File: src/rtl/dcache_refill_pkg.sv
// rtl/dcache_refill_pkg.sv - shared types and constants for the data-cache line refill engine
//
// Contents:
//   LINE_WORDS      32-bit words per cache line
//   LINE_INDEX_LOW  lowest line-index address bit (line offset is addr[3:2])
//   TAG_LOW         lowest tag address bit
//   cache_tag_t     tag RAM entry {tag, valid, dirty}
//   refill_state_t  refill engine states
package dcache_refill_pkg;

    localparam int LINE_WORDS     = 4;
    localparam int LINE_INDEX_LOW = 4;
    localparam int TAG_LOW        = 12;

    typedef struct packed {
        logic [19:0] tag;
        logic        v;
        logic        d;
    } cache_tag_t;

    typedef enum logic [3:0] {
        ST_IDLE,
        ST_WB_RD,
        ST_WB_AW,
        ST_WB_W,
        ST_WB_B,
        ST_RD_AR,
        ST_RD_R,
        ST_TAG_WR,
        ST_DONE
    } refill_state_t;

endpackage

File: src/rtl/dcache_refill.sv
// rtl/dcache_refill.sv - data-cache miss engine: dirty-line writeback, line refill, tag update
//
// Ports:
//   clk, rst                 clock, synchronous active-high reset
//   req_valid/req_ready      miss request handshake; req_paddr, req_way (one-hot),
//                            req_dirty, req_victim_addr describe the miss
//   ar_valid/ar_ready/ar_addr  bus read address (line aligned)
//   r_valid/r_data/r_last    bus read-data beats, always accepted
//   aw_valid/aw_ready/aw_addr  bus write address (line aligned)
//   w_valid/w_ready/w_data/w_last  bus write-data beats
//   b_valid                  bus write response pulse
//   sram_addr/sram_way       SRAM port 1 word address and one-hot way
//   sram_strb/sram_wdata     SRAM data byte enables and write data
//   sram_rdata               SRAM read data, one cycle after sram_addr
//   sram_tag_we/sram_tag     tag write enable and entry
//   done                     one-cycle completion pulse
//   busy                     engine not idle
module dcache_refill
    import dcache_refill_pkg::*;
#(
    parameter int WORDS_PER_LINE = LINE_WORDS,
    parameter int INDEX_LOW      = LINE_INDEX_LOW
) (
    input  logic        clk,
    input  logic        rst,
    input  logic        req_valid,
    output logic        req_ready,
    input  logic [31:0] req_paddr,
    input  logic [1:0]  req_way,
    input  logic        req_dirty,
    input  logic [31:0] req_victim_addr,
    output logic        ar_valid,
    input  logic        ar_ready,
    output logic [31:0] ar_addr,
    input  logic        r_valid,
    input  logic [31:0] r_data,
    input  logic        r_last,
    output logic        aw_valid,
    input  logic        aw_ready,
    output logic [31:0] aw_addr,
    output logic        w_valid,
    input  logic        w_ready,
    output logic [31:0] w_data,
    output logic        w_last,
    input  logic        b_valid,
    output logic [31:0] sram_addr,
    output logic [1:0]  sram_way,
    output logic [3:0]  sram_strb,
    output logic [31:0] sram_wdata,
    input  logic [31:0] sram_rdata,
    output logic        sram_tag_we,
    output cache_tag_t  sram_tag,
    output logic        done,
    output logic        busy
);

    localparam logic [1:0] LAST_BEAT = 2'(WORDS_PER_LINE - 1);

    refill_state_t       state;
    logic [1:0]          cnt;
    logic                drain;
    logic                cap_vld;
    logic [1:0]          cap_idx;
    logic [31:INDEX_LOW] line_q;
    logic [31:INDEX_LOW] victim_q;
    logic [1:0]          way_q;
    logic [31:0]         buffer [WORDS_PER_LINE];
    logic                run;

    // The beat counter alone decides when the refill is complete; r_last is
    // not trusted, and the low address bits are implied by the line/beat.
    logic unused;
    assign unused = ^{r_last, req_paddr[INDEX_LOW-1:0], req_victim_addr[INDEX_LOW-1:0]};

    always_ff @(posedge clk) begin
        if (rst) begin
            state   <= ST_IDLE;
            cnt     <= '0;
            drain   <= 1'b0;
            cap_vld <= 1'b0;
        end else begin
            cap_vld <= 1'b0;
            case (state)
                ST_IDLE: begin
                    if (req_valid) begin
                        line_q   <= req_paddr[31:INDEX_LOW];
                        victim_q <= req_victim_addr[31:INDEX_LOW];
                        way_q    <= req_way;
                        cnt      <= '0;
                        drain    <= 1'b0;
                        state    <= req_dirty ? ST_WB_RD : ST_RD_AR;
                    end
                end
                // Four read issues, then one extra drain cycle so the last
                // word (one cycle of SRAM latency) lands in the buffer.
                ST_WB_RD: begin
                    if (!drain) begin
                        cap_vld <= 1'b1;
                        cap_idx <= cnt;
                        cnt     <= cnt + 2'd1;
                        if (cnt == LAST_BEAT) drain <= 1'b1;
                    end else begin
                        drain <= 1'b0;
                        cnt   <= '0;
                        state <= ST_WB_AW;
                    end
                end
                ST_WB_AW: begin
                    if (aw_ready) begin
                        cnt   <= '0;
                        state <= ST_WB_W;
                    end
                end
                ST_WB_W: begin
                    if (w_ready) begin
                        cnt <= cnt + 2'd1;
                        if (cnt == LAST_BEAT) state <= ST_WB_B;
                    end
                end
                ST_WB_B: begin
                    if (b_valid) state <= ST_RD_AR;
                end
                ST_RD_AR: begin
                    if (ar_ready) begin
                        cnt   <= '0;
                        state <= ST_RD_R;
                    end
                end
                ST_RD_R: begin
                    if (r_valid) begin
                        cnt <= cnt + 2'd1;
                        if (cnt == LAST_BEAT) state <= ST_TAG_WR;
                    end
                end
                ST_TAG_WR: state <= ST_DONE;
                ST_DONE:   state <= ST_IDLE;
                default:   state <= ST_IDLE;
            endcase
        end
    end

    // Writeback line buffer; contents are don't-care until filled.
    always_ff @(posedge clk) begin
        if (cap_vld) buffer[cap_idx] <= sram_rdata;
    end

    // Every strobe/valid is gated with rst so nothing is driven while in reset.
    assign run         = !rst;
    assign req_ready   = run && (state == ST_IDLE);
    assign busy        = run && (state != ST_IDLE);
    assign done        = run && (state == ST_DONE);

    assign aw_valid    = run && (state == ST_WB_AW);
    assign aw_addr     = {victim_q, {INDEX_LOW{1'b0}}};
    assign w_valid     = run && (state == ST_WB_W);
    assign w_data      = buffer[cnt];
    assign w_last      = w_valid && (cnt == LAST_BEAT);
    assign ar_valid    = run && (state == ST_RD_AR);
    assign ar_addr     = {line_q, {INDEX_LOW{1'b0}}};

    assign sram_way    = way_q;
    assign sram_addr   = (state == ST_RD_R) ? {line_q, cnt, 2'b00} : {victim_q, cnt, 2'b00};
    assign sram_strb   = (run && (state == ST_RD_R) && r_valid) ? 4'hF : 4'h0;
    assign sram_wdata  = r_data;
    assign sram_tag_we = run && (state == ST_TAG_WR);
    assign sram_tag    = '{tag: line_q[31:TAG_LOW], v: 1'b1, d: 1'b0};

endmodule

File: config.mk
export PLATFORM = sky130hd
export DESIGN_NAME = dcache_refill
export DESIGN_NICKNAME = d
export VERILOG_FILES = /design/src/rtl/dcache_refill_pkg.sv /design/src/rtl/dcache_refill.sv
export SDC_FILE = /design/constraint.sdc
export NUM_CORES = 1
export LEC_CHECK = 0
export ABC_AREA = 1
export CAP_MARGIN = 20
export CELL_PAD_IN_SITES_DETAIL_PLACEMENT = 1
export CELL_PAD_IN_SITES_GLOBAL_PLACEMENT = 2
export CORE_ASPECT_RATIO = 2
export CORE_MARGIN = 2
export CORE_UTILIZATION = 24
export CTS_CLUSTER_SIZE = 10
export DETAILED_ROUTE_END_ITERATION = 12
export PLACE_DENSITY_LB_ADDON = 0.1
export SLEW_MARGIN = 20
export SYNTH_ARGS = -nofsm -noshare
export SYNTH_HDL_FRONTEND = slang
export SYNTH_SLANG_ARGS = --single-unit
File: constraint.sdc
create_clock -name clk -period 5.19 [get_ports clk]
set_input_delay 0.7785 -clock clk [delete_from_list [all_inputs] [get_ports clk]]
set_output_delay 0.7785 -clock clk [all_outputs]
set_load 0.02 [all_outputs]
=== Yosys cells after proc, flatten, opt, wreduce, memory -nomap -nowiden ===
Memory sizes are Yosys's and may differ from the RTL's. A register that Yosys moved wholly into a read port is not among the register bits.
Cells that the tools add are included.

* Bits in registers: 68
* Memory bits (writable): 128
* Input port bits: 140
* Memories kept: 1

* $add $sub $neg: 1
* Equal/unequal tests: 18
* Multiplexer cells: 29
* Bitwise operators: 3
* Reduce and logical (&&, ||, !) cells: 21

{| class="wikitable"
|+ Memory list
! memory !! depth !! width !! read ports !! clocked after Yosys merged registers in !! wr ports !! RTL line !! RTL
|-
| buffer || 4 || 32 || 1 || 1 || 1 || dcache_refill.sv:67 || <nowiki>logic [31:0] buffer [WORDS_PER_LINE];</nowiki>
|}

{| class="wikitable"
|+ Operator list
! kind !! count
|-
| $mux 4 || 10
|-
| $mux 32 || 1
|-
| $pmux 4 s8 || 1
|-
| $ne 2x2->1 const B || 9
|-
| $eq 4x3->1 const B || 4
|-
| $mux 2 || 8
|-
| $pmux 2 s6 || 1
|-
| $logic_and 1x1->1 || 10
|-
| $reduce_and 9->1 || 1
|-
| $eq 4x2->1 const B || 2
|-
| $mux 1 || 6
|-
| $reduce_and 3->1 || 2
|-
| $reduce_and 6->1 || 1
|-
| $reduce_bool 6->1 || 1
|-
| $eq 4x1->1 const B || 1
|-
| $eq 4x4->1 const B || 1
|-
| $logic_not 4->1 || 1
|-
| $reduce_bool 4->1 || 1
|-
| $mux 3 || 1
|-
| $not 1->1 || 3
|-
| $add 2x1->2 const B || 1
|-
| $eq 2x2->1 const B || 1
|-
| $pmux 1 s2 || 1
|-
| $reduce_and 2->1 || 1
|-
| other kinds (3) || 3
|}

=== Depth between registers and ports, before layout ===
Gate-level depths: netlist of the first run.

* Depth in word-level cells: 5
* Depth in mapped cells: 9

=== Worst setup path after synthesis of the first run ===
OpenSTA, ideal clock, no wires.

* Path kind: input -> register
* Start: in rst
* End: reg line_q[10] (netlist bit), enable pin
* Library setup time: 0.545 ns
* Arrival time: 4.995 ns
* Required time: 4.645 ns
* Path slack: -0.350 ns
* Stages: 2
* Buffers on the path: 1
* Cell sequence: clkbuf_1 nor3_1

* Word-level cells in the longest chain between the ends: 2

{| class="wikitable"
|+ RTL lines
! item !! RTL line !! RTL
|-
| start: declaration || dcache_refill.sv:25 || <nowiki>input logic rst,</nowiki>
|-
| $not 1->1 (no source line) || - ||
|-
| $reduce_and 3->1 (no source line) || - ||
|-
| end signal: assignment || dcache_refill.sv:86 || <nowiki>line_q <= req_paddr[31:INDEX_LOW];</nowiki>
|-
| end: declaration || dcache_refill.sv:64 || <nowiki>logic [31:INDEX_LOW] line_q;</nowiki>
|}

Every way passes these cells.
A chain may end at the register's enable or synchronous reset.

=== Worst setup path in the final report of the first run ===
* Start: in rst
* End: out sram_strb[0]

* Word-level cells in the longest chain between the ends: 4

{| class="wikitable"
|+ RTL lines
! item !! RTL line !! RTL
|-
| $logic_not 1->1 || dcache_refill.sv:148 || <nowiki>assign run = !rst;</nowiki>
|-
| $logic_and 1x1->1 (2 in series) || dcache_refill.sv:163 || <nowiki>assign sram_strb = (run && (state == ST_RD_R) && r_valid) ? 4'hF : 4'h0;</nowiki>
|-
| $mux 4 || dcache_refill.sv:163 ||
|-
| end: declaration || dcache_refill.sv:48 || <nowiki>output logic [3:0] sram_strb,</nowiki>
|}

Every way passes these cells.

==> results of run 1 <==
-- cell families (layout without fill, tap and decap cells) --
family / Yosys count / after routing / share of synthesized area, %
compound gates: 102 / 102 / 7.03
buf+inv: 111 / 313 / 8.47
mux: 28 / 28 / 3.95
fa+ha+maj: 1 / 1 / 0.157
other cells: 2 / 12 / 0.0941
flops: 198 / 198 / 73.3
simple gates: 132 / 132 / 7.03
-- metal layers --
metal	vias up	share of wire [%]	track usage [%]
li1	2407	-	-
met1	2572	35	13.6
met2	257	54	25.9
met3	19	9.9	6.83
met4	4	1.3	4.48
met5	-	0.11	0
-- report_power, final --
| part | leakage [uW] | internal, uW | switching, uW |
|---|---|---|---|
| Combinational | 0.00169 | 726 | 1090 |
| Sequential | 0.00179 | 1900 | 71.2 |
| Clock | 0.000294 | 775 | 618 |
| Total | 0.00377 | 3400 | 1780 |
-- layout by cell type, fill, tap and decap left out, types with 5 or more instances in the layout --
master	count
inv_1	14
clkbuf_16	17
buf_4	10
clkdlybuf4s50_1	250
nor2_1	83
inv_2	7
inv_8	5
mux2_1	28
nand3_1	11
dfxtp_1	9
o22ai_1	32
conb_1	12
nand2_1	18
edfxtp_1	188
o21ai_0	64
-- through the flow --
stage | std cells | power (uW)
global route | 1218 | 5470
CTS | 1218 | 5290
detailed placement | 1186 | 3870
floorplan | 584 | 2990
finish | 1218 | 5170
global placement | 1186 | 3840
-- area by class of cell --
cell class | count | area (sq um) | area share (%)
Clock inverter | 14 | 190 | 1.70
Inverter | 21 | 78.8 | 0.705
Sequential cell | 198 | 5850 | 52.3
Clock buffer | 18 | 429 | 3.84
Tap cell | 432 | 541 | 4.83
Multi-Input combinational cell | 275 | 1530 | 13.6
Timing Repair Buffer | 260 | 2580 | 23.0
-- final timing paths --
check	end	slack (ns)	cells past startpoint
setup / recovery	sram_strb[0]	1.65	3
hold reg to reg	drain$_SDFFE_PP0P_	0.52	1
hold / removal	drain$_SDFFE_PP0P_	0.52	1
setup reg to reg	victim_q[6]$_DFFE_PP_	2.92	6
-- worst max-delay path, cell delays in order --
cell and delay, ns:
clkdlybuf4s50_1 0.73, nor3_1 0.54, clkdlybuf4s50_1 0.70
-- state kept, by name (all words and copies together) (netlist names), named ones only --
name,count
buffer,128
line_q,28
victim_q,28
state,4
cap_idx,2
cnt,2
sram_way,2
cap_vld,1
drain,1
==> results by group, run 1 <==
Routing
  • # DRC: 0
  • WL/cell: 19.7 um
  • Total number of vias: about 5300
  • First DRT Iteration DRCs: between 150 and 200
  • Router iterations before antenna repair: 4
  • Vias per cell: 4.32
  • Final WL: 24000 um
  • Antenna viol nets, final: 0

Finish
  • N_diodes: 0
  • Synthesis-to-layout area growth: 40.2%
  • Design area: 0.0112 sq mm
  • Fillers: 3441
  • Final nets: 914
  • Layout cells sized above 1: 7.38%
  • Core Util, Final: 34.1%

Die
  • Num ports: 336
  • Die height: 262 um
  • Die area: about 0.035 sq mm
  • Number of placement rows: 94
  • Starting Density: 24.3%
  • Core area: 0.0328 sq mm
  • Horiz. Die Dim: 133 um

Power and ir drop
  • Leakage: 0.00377 uW
  • VDD IR max: 0.224 mV
  • Cell area power density: 462 mW/mm^2

Logic synthesis
  • Synth Flop Type: edfxtp_1
  • Mapped cell area: 0.00798 sq mm
  • Netlist cell types: 26
  • Synthesized instance count: 574
  • Seq cells post-synth: about 200
  • Top cell type's share of synthesized area: a little over two thirds
  • Synth top area cells: edfxtp_1 (71%), buf_4 (6.4%), o21ai_0 (4.0%)
  • Post-Syn Area per Cell: 13.9 sq um
  • Synth cell count leaders: edfxtp_1 (188), nor2_1 (83), buf_4 (68)
  • Post-synth EDFFs: 188
  • Async set-reset flop share out of synthesis: 0%
  • Register area share after synthesis: roughly three quarters
  • Yosys warnings: 0
  • Most frequent cell after synthesis: edfxtp_1
  • Yosys top cell by area: edfxtp_1

Clocking
  • CTS clk-pin slew, worst paths: roughly 0.060 ns
  • CTS max path bufs: 2
  • Post-CTS Repair Setup Buffers: 0
  • CTS Hold Buffers Added: 0
  • Post-cts sizing count: 0
  • Root Driver: clkbuf_16
  • Clock Sinks: 198
  • CTS buffer count: 17
  • H-Tree Depth: 4
  • CTS tree: done
  • Clock Latency Late Sink: 0.45 ns

Run
  • Max-cap violations: 0

Worst setup path
  • Crit path launch type: input port
  • Worst Path Required: 4.41 ns
  • Crit Path Max Fanout: 14
  • CP Launch Point: rst
  • CP Class: in -> out
  • Worst R2R Start: state[3]$_SDFFE_PP0P_
  • Critical Path AT: ~2.8 ns
  • Critical path endpoint category: primary output

STA
  • Layout Skew: 0.0188 ns
  • Slew @ Worst Pin: about 0.88 ns
  • RSZ-0062 raised after global routing: no
  • FMAX: 0.283 GHz
  • TNS Setup: 0 ns
  • WHS: roughly 0.52 ns
  • Post-route worst setup slack: 1.65 ns
  • Final min period: 3.54 ns
  • Slew Viols, Final: 0
  • # setup viols final: 0
  • Worst slew margin: 41.4%
  • Final worst path period share: 68.1%
  • Hold Vio Cnt, Final: 0

Status
  • Status: finished, final reports clean

Global route
  • Largest net degree at the start of global routing: 65
  • Vias in the first global route: 6057
  • Initial antenna violation count: 2
  • Global Route Usage Sum: between 10% and 20%
  • Total congestion overflow: 0
  • First-pass GRT wire length: 36100 um

Worst hold path
  • Worst Hold Class: reg -> reg
  • Hold_sp: drain$_SDFFE_PP0P_

Place
  • Final GP Congestion: 0.747
  • Dpl hpwl: between 15000 and 20000 um
  • DP Area: 0.0106 sq mm
  • Number of port buffers: between 200 and 300
  • Placement Setup Slack: ~1.6 ns
(Power assumes the default switching activity.)
==> run 2: changes to the inputs <==
CORE_UTILIZATION = 27   (was 24)
clock period = 3.3 ns   (was 5.19 ns; I/O delays follow)
==> run 2 against run 1 <==
Sequential cell count stayed put. Critical path depth is 3 higher. Wire length is 3.9% lower. Non-clock buffer count is 5 higher. Register-to-register slack worse by 1.6 ns. Core utilization is 3.9 points higher. Setup slack worse by 1.4 ns. Critical path type is now reg -> out. Largest cell class unchanged.
==> results by group, run 2 (synthesis results as in run 1) <==
Die
  • Num ports: ~340
  • Die height: 247 um
  • Die area: 0.0310 sq mm
  • Horiz. Die Dim: 126 um
  • Number of placement rows: 89
  • Core area: 0.0293 sq mm
  • Starting Density: 27.2%

STA
  • Slew Viols, Final: 0
  • Slew @ Worst Pin: 0.775 ns
  • TNS Setup: 0 ns
  • Final min period: 3.05 ns
  • Layout Skew: approximately 0.0073 ns
  • FMAX: between 0.3 and 0.4 GHz
  • Worst slew margin: 48.0%
  • Hold Vio Cnt, Final: 0
  • # setup viols final: 0
  • Final worst path period share: 92.5%
  • RSZ-0062 raised after global routing: no

Clocking
  • Clock Latency Late Sink: 0.45 ns
  • CTS max path bufs: 2
  • Root Driver: clkbuf_16
  • Clock Sinks: around 200
  • Post-cts sizing count: 0
  • CTS clk-pin slew, worst paths: 0.07 ns
  • H-Tree Depth: 4
  • Post-CTS Repair Setup Buffers: 0
  • CTS buffer count: 17
  • CTS tree: done
  • CTS Hold Buffers Added: 0

Place
  • Final GP Congestion: 0.779
  • Dpl hpwl: 16000 um
  • Number of port buffers: 250
  • Placed instance count: between 1000 and 1500
  • DP Area: 0.0106 sq mm

Finish
  • Largest register FFs: 128
  • Design area: 0.0111 sq mm
  • Core Util, Final: 38.0%
  • Multi-input gate area: 0.00153 sq mm
  • Final nets: 919
  • Register area: 0.00585 sq mm
  • Largest reg by FF count: buffer
  • Fillers: slightly above 3000
  • Synthesis-to-layout area growth: 39.5%
  • Layout cells sized above 1: 7.84%
  • Most frequent cells in the layout: clkdlybuf4s50_1 (249), edfxtp_1 (188), nor2_1 (83)
  • N_diodes: 0
  • Non-Filler Instances: 1155
  • Largest regs: buffer: 128 flops, line_q: 28 flops, victim_q: 28 flops
  • Commonest non-fill, non-tap cell in the layout: clkdlybuf4s50_1

Global route
  • Global Route Usage Sum: 14.7%
  • Largest net degree at the start of global routing: 65
  • First-pass GRT wire length: 33500 um
  • Initial antenna violation count: 1
  • Total congestion overflow: 0
  • Vias in the first global route: 5346

Power and ir drop
  • VDD IR max: 0.377 mV
  • Cell area power density: 712 mW/mm^2
  • Leakage: 0.00378 uW
  • Overall power: 7920 uW

Worst setup path
  • CP Class: reg -> out
  • Crit path launch type: register
  • R2R depth: 6
  • Worst R2R Start: state[2]$_SDFFE_PP0P_
  • Worst Path Required: 2.80 ns
  • R2r setup slk: around 1.4 ns
  • Crit Path Max Fanout: 17
  • Critical path endpoint category: primary output
  • Reg-to-Reg End: victim_q[5]$_DFFE_PP_
  • Critical Path AT: 2.56 ns

Routing
  • Total number of vias: 5219
  • Final WL: ~23000 um
  • Vias per cell: approximately 4.5
  • First DRT Iteration DRCs: 148
  • Router iterations before antenna repair: 4
  • # DRC: 0
  • WL/cell: 20.0 um
  • Antenna viol nets, final: 0

Worst hold path
  • Worst Hold Class: reg -> reg
  • Hold Path End: drain$_SDFFE_PP0P_
  • Worst hold path depth: 1
  • Hold_sp: drain$_SDFFE_PP0P_

Run
  • Max-cap violations: 0

Status
  • Status: finished, final reports clean
[run 2: worst max-delay path: stages (launching register included)]
cell	delay, ns
dfxtp_1	0.39
inv_2	0.06
nor2_2	0.24
nand2_1	0.12
buf_4	0.23
nor3_1	0.37
clkdlybuf4s50_1	0.70
[run 2: per-stage QoR]
stage,setup WS [ns],hold WS [ns]
floorplan,0.186,0.468
global placement,0.541,0.497
detailed placement,0.497,0.501
CTS,0.122,0.520
global route,0.00800,0.532
finish,0.248,0.516
[run 2: report_power, final]
group          total, uW  internal [uW]  switching [uW]
combinational       2840           1180            1660
clock               1990           1040             949
sequential          3090           2980             110
total               7920           5200            2720
[run 2: metal layers]
layer  vias to the layer above  wire, um  track usage (%)
met5                         -        58             1.14
met4                         4       340             4.90
met3                        22      1320             4.46
met2                       171     12000             25.6
met1                      2609      9410             17.1
li1                       2413         -                -
[run 2: worst max-delay path by stage]
| stage | startpoint | cells past startpoint | endpoint |
|---|---|---|---|
| global route | state[1]$_SDFFE_PP0P_ | 6 | sram_strb[1] |
| floorplan | cap_idx[0]$_DFFE_PP_ | 1 | buffer[0][0]$_DFFE_PP_ |
| finish | state[2]$_SDFFE_PP0P_ | 6 | sram_strb[1] |
| global placement | rst | 3 | sram_strb[0] |
| CTS | state[2]$_SDFFE_PP0P_ | 6 | sram_strb[1] |
| detailed placement | rst | 3 | sram_strb[1] |
[run 2: layout make-up]
cell class / count / share of cell area, %
Inverter: 21 / 0.708
Clock inverter: 14 / 1.09
Timing Repair Buffer: 265 / 24.0
Clock buffer: 18 / 3.86
Tap cell: 364 / 4.09
Multi-Input combinational cell: 275 / 13.7
Sequential cell: 198 / 52.5
==> run 3: changes to the inputs <==
CORE_ASPECT_RATIO = not set   (was 2)
CORE_MARGIN = not set   (was 2)
==> run 3 against run 2 <==
Combinational power is essentially flat. Critical path depth is 1 higher. Sequential power is essentially flat. Fmax grew 0.89%. Critical path type unchanged. Core utilization up 0.75 points.
==> results by group, run 3 (synthesis results as in run 1) <==
Status
  • Status: finished, final reports clean

Worst setup path
  • Slowest cell on the critical path: clkdlybuf4s50_1
  • Crit-path cells: inv_2 -> nor2_2 -> buf_4 -> nand2_1 -> buf_4 -> mux2_1 -> clkdlybuf4s50_1
  • Most used cell, CP: buf_4
  • Worst Path Required: between 2 and 3 ns
  • Crit path launch type: register
  • Critical Path AT: approximately 2.5 ns
  • Crit-path max cell delay: 0.58 ns
  • Critical path endpoint category: primary output
  • Crit Path Max Fanout: 29
  • CP Class: reg -> out

Clocking
  • Post-CTS Repair Setup Buffers: 0
  • CTS max path bufs: 2
  • H-Tree Depth: 4
  • Root Driver: clkbuf_16
  • CTS clk-pin slew, worst paths: 0.08 ns
  • Post-cts sizing count: 0
  • CTS tree: done
  • Clock Sinks: 198
  • CTS buffer count: 17
  • Clock Latency Late Sink: between 0.4 and 0.5 ns
  • CTS Hold Buffers Added: 0

Routing
  • Router iterations before antenna repair: 4
  • Antenna viol nets, final: 0
  • Total number of vias: between 5000 and 6000
  • Final WL: roughly 24000 um
  • First DRT Iteration DRCs: 219
  • WL/cell: 20.0 um
  • # DRC: 0
  • Vias per cell: 4.46

Finish
  • Multi-input gate area: 0.00153 sq mm
  • Largest regs: buffer: 128 flops, line_q: 28 flops, victim_q: 28 flops
  • Final nets: between 900 and 1000
  • Largest register FFs: 128
  • Layout cells sized above 1: 8.09%
  • Non-Filler Instances: 1175
  • N_diodes: 0
  • Largest reg by FF count: buffer
  • Design area: 0.0112 sq mm
  • Fillers: 3049
  • Commonest non-fill, non-tap cell in the layout: clkdlybuf4s50_1
  • Register area: between 0.005 and 0.006 sq mm
  • Synthesis-to-layout area growth: 40.2%
  • Most frequent cells in the layout: clkdlybuf4s50_1 (250), edfxtp_1 (188), nor2_1 (83)

STA
  • Final worst path period share: 91.7%
  • Worst slew margin: 62.7%
  • RSZ-0062 raised after global routing: no
  • # setup viols final: 0
  • TNS Setup: 0 ns
  • Final min period: between 3 and 4 ns
  • Slew @ Worst Pin: 0.560 ns
  • Slew Viols, Final: 0
  • FMAX: roughly 0.33 GHz
  • Post-route worst setup slack: 0.275 ns
  • Layout Skew: 0.0145 ns
  • Hold Vio Cnt, Final: 0

Global route
  • Initial antenna violation count: 1
  • Largest net degree at the start of global routing: 59
  • Grt met1 use: 17.5%
  • Total congestion overflow: 0
  • Vias in the first global route: just under 6000
  • Met3 usage: about 5.0%
  • Gr busiest metal: met2
  • First-pass GRT wire length: ~35000 um
  • Grt met2 use: 28.2%
  • Global Route Usage Sum: between 15 and 20%

Place
  • DP Area: approximately 0.011 sq mm
  • Final GP Congestion: 0.783
  • Number of port buffers: 250
  • Dpl hpwl: 16300 um
  • Placed instance count: between 1000 and 1500
  • Placement Setup Slack: about 0.55 ns

Die
  • Horiz. Die Dim: 174 um
  • Die area: 0.0302 sq mm
  • Num ports: 336
  • Die height: 174 um
  • Number of placement rows: 62
  • Starting Density: roughly 28%
  • Core area: 0.0289 sq mm

Power and ir drop
  • Overall power: slightly above 8000 uW
  • Cell area power density: 720 mW/mm^2
  • VDD IR max: 0.268 mV
  • Leakage: 0.00380 uW

Worst hold path
  • Worst Hold Class: reg -> reg

Run
  • Max-cap violations: 0
run 3: routing by layer:
layer,wire length [um],up-vias
met5,13,-
met4,399,2
met3,1480,37
met2,12300,154
met1,9320,2633
li1,-,2419
run 3: path summary, 6_finish.rpt:
kind / startpoint / endpoint / slack (ns) / depth (start not counted)
setup / recovery: state[2]$_SDFFE_PP0P_ / sram_addr[15] / 0.28 / 7
hold / removal: drain$_SDFFE_PP0P_ / drain$_SDFFE_PP0P_ / 0.51 / 1
setup reg to reg: state[2]$_SDFFE_PP0P_ / victim_q[7]$_DFFE_PP_ / 1.39 / 6
hold reg to reg: drain$_SDFFE_PP0P_ / drain$_SDFFE_PP0P_ / 0.51 / 1
run 3: area by class of cell:
class                           instances  share of cell area [%]
Clock buffer                           17                    3.80
Clock inverter                         15                    1.68
Inverter                               21                   0.705
Multi-Input combinational cell        275                    13.6
Sequential cell                       198                    52.3
Tap cell                              384                    4.30
Timing Repair Buffer                  265                    23.6
run 3: where the power goes:
| group | internal (uW) | switching, uW | leakage [uW] | total (uW) |
|---|---|---|---|---|
| sequential | 2980 | 113 | 0.00179 | 3090 |
| combinational | 1180 | 1690 | 0.00172 | 2870 |
| clock | 1030 | 1060 | 0.000292 | 2090 |
run 3: critical path, delay by kind of cell (launching register included):
family / cells / cell delay, ns
buffers and inverters: 4 / 1.21
flip-flops: 1 / 0.35
multiplexers: 1 / 0.37
AND/OR/NAND/NOR: 2 / 0.12
run 3: metrics by stage:
stage	util (%)	hold slack, ns
floorplan	-	0.468
global placement	36.6	0.483
detailed placement	36.6	0.490
CTS	38.8	0.511
global route	38.8	0.527
finish	38.8	0.508
